$ cat config.mk
export PLATFORM = sky130hd
export DESIGN_NAME = hit_event_manager
export DESIGN_NICKNAME = d
export VERILOG_FILES = /design/src/rtl/hit_event_manager.sv
export SDC_FILE = /design/constraint.sdc
export NUM_CORES = 1
export LEC_CHECK = 0
export BUFFER_PORTS_ARGS = -buffer_cell sky130_fd_sc_hd__buf_4
export CORE_ASPECT_RATIO = 0.6
export CORE_UTILIZATION = 55
export CTS_BUF_LIST = sky130_fd_sc_hd__clkbuf_8
export DETAILED_ROUTE_END_ITERATION = 8
export PLACE_DENSITY_LB_ADDON = 0.05
export SLEW_MARGIN = 20
export SYNTH_ARGS = -nofsm -noshare
export SYNTH_HDL_FRONTEND = slang
export SYNTH_SLANG_ARGS = --single-unit
$ cat constraint.sdc
create_clock -name clk -period 2.9 [get_ports clk]
set_clock_uncertainty 0.1 [all_clocks]
set_input_delay 0.58 -clock clk [delete_from_list [all_inputs] [get_ports clk]]
set_output_delay 0.58 -clock clk [all_outputs]
set_load 0.01 [all_outputs]
$ cat src/rtl/hit_event_manager.sv
// -----------------------------------------------------------------------------
// hit_event_manager
//
// Purpose:
//   Sits downstream of the collision detector and the VGA object drawers.
//   Overlap events seen on any pixel of a frame are latched.
//   They are resolved once per frame, on the startOfFrame cycle (the "commit").
//   The commit produces one-cycle remove/hit pulses for the projectile, banana
//   and spaceship movers. It also maintains the score, the lives, ship
//   invulnerability and the play/game-over state.
//
// Ports:
//   clk                        in   system clock
//   resetN                     in   asynchronous, active-low reset
//   startOfFrame               in   one-cycle pulse per frame; commit cycle
//   start_game                 in   start request, sampled only at commit
//   collision                  in   projectile vs border/shield
//   collisionBanana            in   banana vs border/ship/shield
//   drawing_request_spaceship  in   ship pixel active
//   drawing_request_projectile in   projectile pixel active
//   drawing_request_monster    in   monster pixel active
//   projectile_remove          out  one-cycle pulse, projectile must be removed
//   banana_remove              out  one-cycle pulse, banana must be removed
//   ship_hit                   out  one-cycle pulse, ship lost a life
//   monster_hit                out  one-cycle pulse, a monster was hit
//   score        [SCORE_W]     out  accumulated score, saturating
//   lives        [LIVES_W]     out  remaining lives
//   ship_blink                 out  high in invulnerability on counter bit 2
//   game_over                  out  high in the OVER state
//
// All outputs are registered. The results of a commit become visible on the
// cycle after startOfFrame.
// -----------------------------------------------------------------------------
`timescale 1ns/1ps

module hit_event_manager #(
  parameter int INIT_LIVES     = 3,
  parameter int INVULN_FRAMES  = 60,
  parameter int MONSTER_POINTS = 10,
  parameter int SCORE_W        = 16,
  parameter int LIVES_W        = 3
) (
  input  logic               clk,
  input  logic               resetN,
  input  logic               startOfFrame,
  input  logic               start_game,
  input  logic               collision,
  input  logic               collisionBanana,
  input  logic               drawing_request_spaceship,
  input  logic               drawing_request_projectile,
  input  logic               drawing_request_monster,
  output logic               projectile_remove,
  output logic               banana_remove,
  output logic               ship_hit,
  output logic               monster_hit,
  output logic [SCORE_W-1:0] score,
  output logic [LIVES_W-1:0] lives,
  output logic               ship_blink,
  output logic               game_over
);

  localparam int SCORE_EXT_W = SCORE_W + 1;
  localparam logic [SCORE_EXT_W-1:0] POINTS_EXT  = SCORE_EXT_W'(MONSTER_POINTS);
  localparam logic [LIVES_W-1:0]     LIVES_INIT  = LIVES_W'(INIT_LIVES);
  localparam logic [LIVES_W-1:0]     LIVES_ONE   = LIVES_W'(1);
  localparam logic [7:0]             INVULN_INIT = 8'(INVULN_FRAMES);

  typedef enum logic [1:0] {
    IDLE   = 2'd0,
    PLAY   = 2'd1,
    INVULN = 2'd2,
    OVER   = 2'd3
  } state_t;

  state_t               state_q, state_d;
  logic [7:0]           invulnCnt_q, invulnCnt_d;
  logic [SCORE_W-1:0]   score_q, score_d;
  logic [LIVES_W-1:0]   lives_q, lives_d;

  logic                 evProj_q, evProj_d;
  logic                 evBan_q, evBan_d;
  logic                 evShip_q, evShip_d;
  logic                 evMon_q, evMon_d;

  logic                 projRemove_q, projRemove_d;
  logic                 banRemove_q, banRemove_d;
  logic                 shipHit_q, shipHit_d;
  logic                 monHit_q, monHit_d;
  logic                 blink_q, blink_d;
  logic                 over_q, over_d;

  logic                 frameProj, frameBan, frameShip, frameMon;
  logic [SCORE_EXT_W-1:0] scoreSum;
  logic [SCORE_W-1:0]   scoreSat;

  // Each frame event is the sticky latch OR'ed with this cycle's condition.
  // An overlap that occurs on the commit cycle itself is therefore included
  // in that commit and is not carried into the next frame.
  always_comb begin
    frameProj = evProj_q | collision;
    frameBan  = evBan_q  | collisionBanana;
    frameShip = evShip_q | (collisionBanana & drawing_request_spaceship);
    frameMon  = evMon_q  | (drawing_request_projectile & drawing_request_monster);
  end

  // The score is computed one bit wider so that an overflow can be detected.
  // On overflow the score clamps to all-ones instead of wrapping.
  always_comb begin
    scoreSum = {1'b0, score_q} + POINTS_EXT;
    scoreSat = scoreSum[SCORE_W] ? {SCORE_W{1'b1}} : scoreSum[SCORE_W-1:0];
  end

  // Next-state logic. Between commits, the latches only accumulate and the
  // pulses drop back to zero. On a commit, the latches are cleared and the
  // frame's events are resolved according to the current game state.
  always_comb begin
    state_d      = state_q;
    invulnCnt_d  = invulnCnt_q;
    score_d      = score_q;
    lives_d      = lives_q;
    evProj_d     = frameProj;
    evBan_d      = frameBan;
    evShip_d     = frameShip;
    evMon_d      = frameMon;
    projRemove_d = 1'b0;
    banRemove_d  = 1'b0;
    shipHit_d    = 1'b0;
    monHit_d     = 1'b0;

    if (startOfFrame) begin
      evProj_d = 1'b0;
      evBan_d  = 1'b0;
      evShip_d = 1'b0;
      evMon_d  = 1'b0;

      case (state_q)
        IDLE, OVER: begin
          // Latched events are discarded here. Only a start request matters.
          if (start_game) begin
            state_d     = PLAY;
            score_d     = '0;
            lives_d     = LIVES_INIT;
            invulnCnt_d = '0;
          end
        end

        PLAY, INVULN: begin
          projRemove_d = frameProj | frameMon;
          banRemove_d  = frameBan;
          monHit_d     = frameMon;
          if (frameMon) begin
            score_d = scoreSat;
          end

          if (state_q == INVULN) begin
            // While invulnerable, a ship overlap only removes the banana
            // (banRemove_d above). The counter counts commits down to zero.
            invulnCnt_d = invulnCnt_q - 8'd1;
            if (invulnCnt_q == 8'd1) begin
              state_d = PLAY;
            end
          end else if (frameShip && (lives_q != '0)) begin
            // The score update above still lands in this commit, even when
            // this hit ends the game.
            shipHit_d = 1'b1;
            lives_d   = lives_q - LIVES_ONE;
            if (lives_q == LIVES_ONE) begin
              state_d = OVER;
            end else begin
              state_d     = INVULN;
              invulnCnt_d = INVULN_INIT;
            end
          end
        end

        default: begin
          state_d = IDLE;
        end
      endcase
    end

    // These level outputs are derived from the next state, so that they are
    // registered together with the state.
    blink_d = (state_d == INVULN) & invulnCnt_d[2];
    over_d  = (state_d == OVER);
  end

  // All state and output registers. An asynchronous reset returns everything
  // to the idle, fresh-game values.
  always_ff @(posedge clk or negedge resetN) begin
    if (!resetN) begin
      state_q      <= IDLE;
      invulnCnt_q  <= '0;
      score_q      <= '0;
      lives_q      <= LIVES_INIT;
      evProj_q     <= 1'b0;
      evBan_q      <= 1'b0;
      evShip_q     <= 1'b0;
      evMon_q      <= 1'b0;
      projRemove_q <= 1'b0;
      banRemove_q  <= 1'b0;
      shipHit_q    <= 1'b0;
      monHit_q     <= 1'b0;
      blink_q      <= 1'b0;
      over_q       <= 1'b0;
    end else begin
      state_q      <= state_d;
      invulnCnt_q  <= invulnCnt_d;
      score_q      <= score_d;
      lives_q      <= lives_d;
      evProj_q     <= evProj_d;
      evBan_q      <= evBan_d;
      evShip_q     <= evShip_d;
      evMon_q      <= evMon_d;
      projRemove_q <= projRemove_d;
      banRemove_q  <= banRemove_d;
      shipHit_q    <= shipHit_d;
      monHit_q     <= monHit_d;
      blink_q      <= blink_d;
      over_q       <= over_d;
    end
  end

  assign projectile_remove = projRemove_q;
  assign banana_remove     = banRemove_q;
  assign ship_hit          = shipHit_q;
  assign monster_hit       = monHit_q;
  assign score             = score_q;
  assign lives             = lives_q;
  assign ship_blink        = blink_q;
  assign game_over         = over_q;

endmodule

==> run metrics, run 1 <==
initial core utilization 58.3%; clock insertion delay at the later pin of the skew report 0.29 ns; number of nets in the synthesized netlist 237; nets@finish 270; Sinks on Clock Net 39; average wire per cell in the routed design 17.4 µm; ys flop type sky130_fd_sc_hd__dfrtp_1; first-pass GRT wire length 8.76 mm; leakage power 0.00125 µW; initial antenna violation count 0; kind of critical path flip-flop to flip-flop; max cap viols 0; area overhead of the layout relative to synthesis 18.5%; Crit. End Element flip-flop; via count of the first global-routing pass 1700; average vias per placed instance 6.24; placed wire-length estimate after detailed placement 3.58 mm; number of top-level pins 34; setup repair after global routing missed its margin no; minimum clock period after layout 2.37 ns; clock buffer depth 2; utilization of the core after routing 69.0%; final number of max-transition violations 0; number of routed nets with antenna violations 0; GR Overflow Total 0; overall routed net length 5.26 mm; Final period util 81.9%; measured slew at the worst slew-check pin 0.738 ns; # rows 17; Post-Synthesis Cell Area 0.00217 mm²; number of CTS-inserted buffers 5; CTS clock-pin slew for the worst setup and hold paths 0.08 ns; violation count after the first detailed-route iteration 199; status finished, final reports clean; post-synthesis register bit count 39; number of design rule violations left after detail routing 0; data required time of the critical path 2.98 ns; top library cells by usage in the layout, fill and taps aside sky130_fd_sc_hd__dfrtp_1 (37), sky130_fd_sc_hd__buf_4 (34), sky130_fd_sc_hd__inv_1 (15), sky130_fd_sc_hd__nor2_1 (15), sky130_fd_sc_hd__nand2_1 (14); number of setup violations in the final report 0; area of the core region 0.00372 mm²; proportion of netlist area held by the largest area contributor 42.7%; Ant. Diodes 0; Chip Height 50.7 µm; post-cts repair resize count 0; clock root buffer sky130_fd_sc_hd__clkbuf_8; highest fanout seen on the critical path 12; instance count of the mapped netlist 221; Post-synth ARST share 100%; global router's overall resource usage 27.0%; startpoint type of the worst setup path flip-flop; TritonCTS clock tree done; total via count after detailed routing 1885; maximum level of the CTS H-tree 2; total power per unit cell area 899 mW/mm²; peak supply drop 0.478 mV; number of instances in the placed design 294; quantity of hold-fixing buffers added after cts 0; fmax 421 MHz; final hold vios 0; full die area 0.00421 mm²; maximum number of pins on one net before global-route repair 40; count of cell types in the netlist 55; dominant cells by area after synthesis sky130_fd_sc_hd__dfrtp_1 (43%), sky130_fd_sc_hd__ha_1 (4.0%), sky130_fd_sc_hd__o211ai_1 (2.8%), sky130_fd_sc_hd__nor2_1 (2.6%), sky130_fd_sc_hd__dfstp_2 (2.4%); share of layout cells above drive strength 1 22.7%; signal arrival time at the worst endpoint 2.45 ns; path category of the worst min-delay check primary input to async pin; count of buffers added by post-CTS timing repair for setup 0; number of flops mapped to enable cells by yosys 0; Post-Route Setup TNS 0 ns; mean post-synth cell area 9.82 µm²; die width 83.1 µm; warnings from Yosys 0; number of cells in the finished layout apart from fillers 302; most common cell after layout, fill and taps aside sky130_fd_sc_hd__dfrtp_1; Max transition margin 50.4%; sequential area share after synthesis 45.1%; biggest area consumer among synthesized cells sky130_fd_sc_hd__dfrtp_1; Detailed Routing Iterations Pass 1 4; final weighted congestion of routability-driven global placement 0.923; count of port buffers added during placement 33
[area by class of cell]
cell class	instances	area (µm²)
Tap cell	47	58.8
Clock inverter	3	63.8
Sequential cell	39	978
Inverter	14	52.6
Timing Repair Buffer	34	255
Clock buffer	5	68.8
Multi-Input combinational cell	160	1090
Fill cell	282	1150
[where the power goes]
group / internal, µW / switching (µW) / total [µW]
registers: 688 / 126 / 815
clock network: 341 / 196 / 537
logic: 388 / 572 / 960
total: 1420 / 894 / 2310
[cells in the mapped netlist (2+ instances only)]
cell / n
sky130_fd_sc_hd__nand4_1: 3
sky130_fd_sc_hd__dfrtp_1: 37
sky130_fd_sc_hd__o211a_1: 4
sky130_fd_sc_hd__and3_1: 3
sky130_fd_sc_hd__a32o_1: 2
sky130_fd_sc_hd__dfstp_2: 2
sky130_fd_sc_hd__nor3_1: 5
sky130_fd_sc_hd__nor4b_1: 4
sky130_fd_sc_hd__nand3_1: 9
sky130_fd_sc_hd__a22oi_1: 2
sky130_fd_sc_hd__inv_1: 14
sky130_fd_sc_hd__o211ai_1: 8
sky130_fd_sc_hd__mux2_2: 2
sky130_fd_sc_hd__a21o_1: 5
sky130_fd_sc_hd__o21a_1: 3
sky130_fd_sc_hd__a21o_2: 2
sky130_fd_sc_hd__o21ai_0: 10
sky130_fd_sc_hd__nor2_1: 15
sky130_fd_sc_hd__buf_2: 3
sky130_fd_sc_hd__o311ai_0: 2
sky130_fd_sc_hd__nand2b_1: 5
sky130_fd_sc_hd__a211oi_1: 6
sky130_fd_sc_hd__and3_2: 2
sky130_fd_sc_hd__a21oi_1: 9
sky130_fd_sc_hd__clkbuf_1: 2
sky130_fd_sc_hd__nor4_1: 4
sky130_fd_sc_hd__nor2b_1: 2
sky130_fd_sc_hd__mux2i_1: 3
sky130_fd_sc_hd__ha_1: 7
sky130_fd_sc_hd__nand2_1: 14
sky130_fd_sc_hd__or3_1: 4
sky130_fd_sc_hd__a31oi_1: 5
[final timing paths]
path / slack [ns] / to / start / cells past startpoint
min: 0.15 / evMon_q / resetN / 1
max reg2reg: 0.53 / score[8] / state_q[1] / 5
max: 0.53 / score[8] / state_q[1] / 5
min reg2reg: 0.38 / evProj_q / evProj_q / 2
min in group clk: 0.38 / evProj_q / evProj_q / 2
max in group asynchronous: 2.17 / lives[0] / resetN / 1
[state kept, by name, summed over array words and instances (netlist names)]
name and cells:
evProj_q 1, evShip_q 1, state_q 2, invulnCnt_q 8, projectile_remove 1, game_over 1
ship_blink 1, banana_remove 1, evBan_q 1, monster_hit 1, lives 3, ship_hit 1
evMon_q 1, score 16
[kinds of logic after synthesis]
family / after synthesis / synth area share [%]
AO/OA/AOI/OAI: 65 / 21.6
adder cells (fa/ha/maj): 7 / 4.04
buffers and inverters: 22 / 4.56
flip-flops: 39 / 45.1
multiplexers: 5 / 2.42
AND/OR/NAND/NOR: 83 / 22.3
[through the flow]
stage	total power, µW	hold WS [ns]	instance area, µm²	setup slack [ns]
after floorplan	1460	0.184	2170	0.862
after global placement	1750	0.359	2440	0.652
after detailed placement	1760	0.369	2440	0.584
after CTS	2300	0.165	2570	0.543
after global routing	2470	0.177	2570	0.313
final	2310	0.146	2570	0.525
[critical path, cell delays in order, from the launching register on]
cell and delay (ns):
sky130_fd_sc_hd__dfrtp_1 0.42, sky130_fd_sc_hd__ha_1 0.39, sky130_fd_sc_hd__nor2b_2 0.37, sky130_fd_sc_hd__nand4_4 0.17, sky130_fd_sc_hd__or4_4 0.68, sky130_fd_sc_hd__o311ai_0 0.14
[metal layers]
layer / vias up / global-route usage (%) / part of all wire, %
met2: 83 / 35.2 / 41
met1: 907 / 44.5 / 51
li1: 895 / - / -
met4: 0 / 5.17 / 0
met3: 0 / 6.09 / 7.6
met5: - / 0 / 0
Power figures use the tool's default switching activity.
==> run 2, diff against run 1 <==
ABC_AREA = 1   (was not set)
clock period = 2.36 ns   (was 2.9 ns; I/O delays follow)
==> run metrics, run 2 <==
path category of the worst min-delay check primary input to async pin; average wire per cell in the routed design 13.7 µm (-21%); TritonCTS clock tree done; multi-input logic area 0.00111 mm² (+1.8%); die width 85.2 µm (+2.5%); total power per unit cell area 1020 mW/mm² (+14%); leading cell type by number of instances after synthesis sky130_fd_sc_hd__nand2_1; number of top-level pins 34 (unchanged); final weighted congestion of routability-driven global placement 0.937 (+1.5%); sequential area share after synthesis 42.9% (-2.2 points); area taken by flip-flops and latches 978 µm² (unchanged); final number of max-transition violations 0 (unchanged); average vias per placed instance 5.42 (-13%); fmax 506 MHz (+20%); global router's overall resource usage 27.3% (+0.23 points); startpoint type of the worst setup path flip-flop; count of port buffers added during placement 33 (unchanged); number of setup violations in the final report 0 (unchanged); most common cell after layout, fill and taps aside sky130_fd_sc_hd__nand2_1; clock root buffer sky130_fd_sc_hd__clkbuf_8; Detailed Routing Iterations Pass 1 4 (unchanged); utilization of the core after routing 70.5% (+1.4 points); share of layout cells above drive strength 1 20.0% (-2.7 points); count of filler cells inserted in the layout 322 (+14%); number of CTS-inserted buffers 5 (unchanged); minimum clock period after layout 1.98 ns (-0.397 ns); clock insertion delay at the later pin of the skew report 0.29 ns (about the same); Max transition margin 67.1% (+17 points); Crit. End Element flip-flop; number of nets in the synthesized netlist 323 (+36%); measured slew at the worst slew-check pin 0.493 ns (-0.245 ns); Chip Height 51.9 µm (+2.5%); quantity of hold-fixing buffers added after cts 0 (unchanged); area overhead of the layout relative to synthesis 17.5%; setup repair after global routing missed its margin no; Post-synth ARST share 100% (unchanged); first-pass GRT wire length 8.94 mm (+2.1%); data required time of the critical path 2.48 ns (-0.50 ns); instance count of the mapped netlist 307 (+39%); mean post-synth cell area 7.43 µm² (-24%); clock buffer depth 2 (unchanged); total cell area at the placement stage 0.00256 mm² (+5.2%); nets@finish 360 (+33%); final hold vios 0 (unchanged); signal arrival time at the worst endpoint 2.10 ns (-0.35 ns); count of cell types in the netlist 29 (-47%); initial core utilization 59.9% (+1.7 points); initial antenna violation count 0 (unchanged); kind of critical path flip-flop to flip-flop; number of routed nets with antenna violations 0 (unchanged); leakage power 0.00139 µW (+12%); CTS clock-pin slew for the worst setup and hold paths 0.08 ns (about the same); placed wire-length estimate after detailed placement 4.01 mm (+12%); max FFs per register 16 (unchanged); dominant cells by area after synthesis sky130_fd_sc_hd__dfrtp_1 (41%), sky130_fd_sc_hd__nand2_1 (16%), sky130_fd_sc_hd__nand3_1 (5.5%), sky130_fd_sc_hd__inv_1 (5.3%), sky130_fd_sc_hd__nor2_1 (3.9%); via count of the first global-routing pass 1788 (+5.2%); top library cells by usage in the layout, fill and taps aside sky130_fd_sc_hd__nand2_1 (99), sky130_fd_sc_hd__dfrtp_1 (37), sky130_fd_sc_hd__buf_4 (33); post-synthesis register bit count 39 (unchanged); biggest area consumer among synthesized cells sky130_fd_sc_hd__dfrtp_1; warnings from Yosys 0 (unchanged); area of the core region 0.00381 mm² (+2.3%); post-cts repair resize count 0 (unchanged); proportion of netlist area held by the largest area contributor 40.6% (-2.1 points); Post-Synthesis Cell Area 0.00228 mm² (+5.2%); count of buffers added by post-CTS timing repair for setup 0 (unchanged); # rows 17 (unchanged); full die area 0.00442 mm² (+5.0%); Final period util 83.8% (+1.9 points); Layout Cell Area excl Fill 0.00268 mm² (+4.4%); setup slack, reg-to-reg 0.38 ns (-0.14 ns); peak supply drop 0.627 mV (+31%); violation count after the first detailed-route iteration 257 (+29%); maximum level of the CTS H-tree 2 (unchanged); leading post-synthesis cells by instance count sky130_fd_sc_hd__nand2_1 (99), sky130_fd_sc_hd__dfrtp_1 (37), sky130_fd_sc_hd__inv_1 (32), sky130_fd_sc_hd__nand3_1 (25), sky130_fd_sc_hd__nor2_1 (24); total via count after detailed routing 2124 (+13%); overall routed net length 5.38 mm (+2.3%); ys flop type sky130_fd_sc_hd__dfrtp_1; Sinks on Clock Net 39 (unchanged); Ant. Diodes 0 (unchanged); status finished, final reports clean; GR Overflow Total 0 (unchanged); highest fanout seen on the critical path 11 (-1); number of design rule violations left after detail routing 0 (unchanged); number of flops mapped to enable cells by yosys 0 (unchanged); Post-Route Setup TNS 0 ns (unchanged); max cap viols 0 (unchanged); maximum number of pins on one net before global-route repair 40 (unchanged)
[run 2: final cells by class]
type,count,area share (%)
multi-input cells,221,41.5
repair buffers,33,9.24
clock inverters,2,1.31
inverters,44,6.25
clock buffers,6,3.08
well taps,47,2.19
flip-flops and latches,39,36.5
[run 2: final timing paths]
| path | start | cells after the start | to |
|---|---|---|---|
| max | state_q[0] | 7 | score[0] |
| min in group clk | startOfFrame | 2 | evShip_q |
| min reg2reg | evProj_q | 2 | evProj_q |
| max in group asynchronous | resetN | 1 | lives[1] |
| min | resetN | 1 | invulnCnt_q[3] |
| max reg2reg | state_q[0] | 7 | score[0] |
[run 2: cells by family (layout without fill, tap and decap cells)]
kind of cell               after synthesis  count (layout)  synth area share, %
and+or+nand+nor                        175             175                 35.3
buffers and inverters                   47              85                 8.39
DFF                                     39              39                 42.9
xor gates and xnor gates                 2               2                0.768
adders and majority gates                7               7                 3.84
AOI/OAI and AO/OA                       37              37                 8.83
[run 2: power breakdown]
group	leakage, µW	switching, µW	internal (µW)
Combinational	0.000816	779	411
Clock	0.0000612	244	342
Sequential	0.000514	131	833
Total	0.00139	1150	1590
[run 2: per-stage QoR]
step           total power [µW]  cells  hold slack [ns]  setup slack, ns
2_1_floorplan              1780    307           0.0764            0.735
3_3_place_gp               2110    384            0.369            0.462
3_5_place_dp               2130    384            0.371            0.410
4_1_cts                    2720    392           0.0610            0.396
5_1_grt                    2910    392           0.0833            0.269
6_report                   2740    392           0.0386            0.382
[run 2: critical path, cell delays in order, from the launching register on]
cell	delay (ns)
sky130_fd_sc_hd__dfrtp_1	0.37
sky130_fd_sc_hd__inv_1	0.06
sky130_fd_sc_hd__ha_1	0.41
sky130_fd_sc_hd__a21oi_4	0.42
sky130_fd_sc_hd__nand2_4	0.18
sky130_fd_sc_hd__inv_4	0.14
sky130_fd_sc_hd__nand4_1	0.10
sky130_fd_sc_hd__a21oi_1	0.13
[run 2: metal layers]
layer | part of all wire [%] | up-vias | track usage (%)
met2 | 35 | 109 | 32.3
met1 | 54 | 955 | 46.1
met5 | 0 | - | 0
met3 | 11 | 0 | 6.98
li1 | - | 1060 | -
met4 | 0 | 0 | 6.78
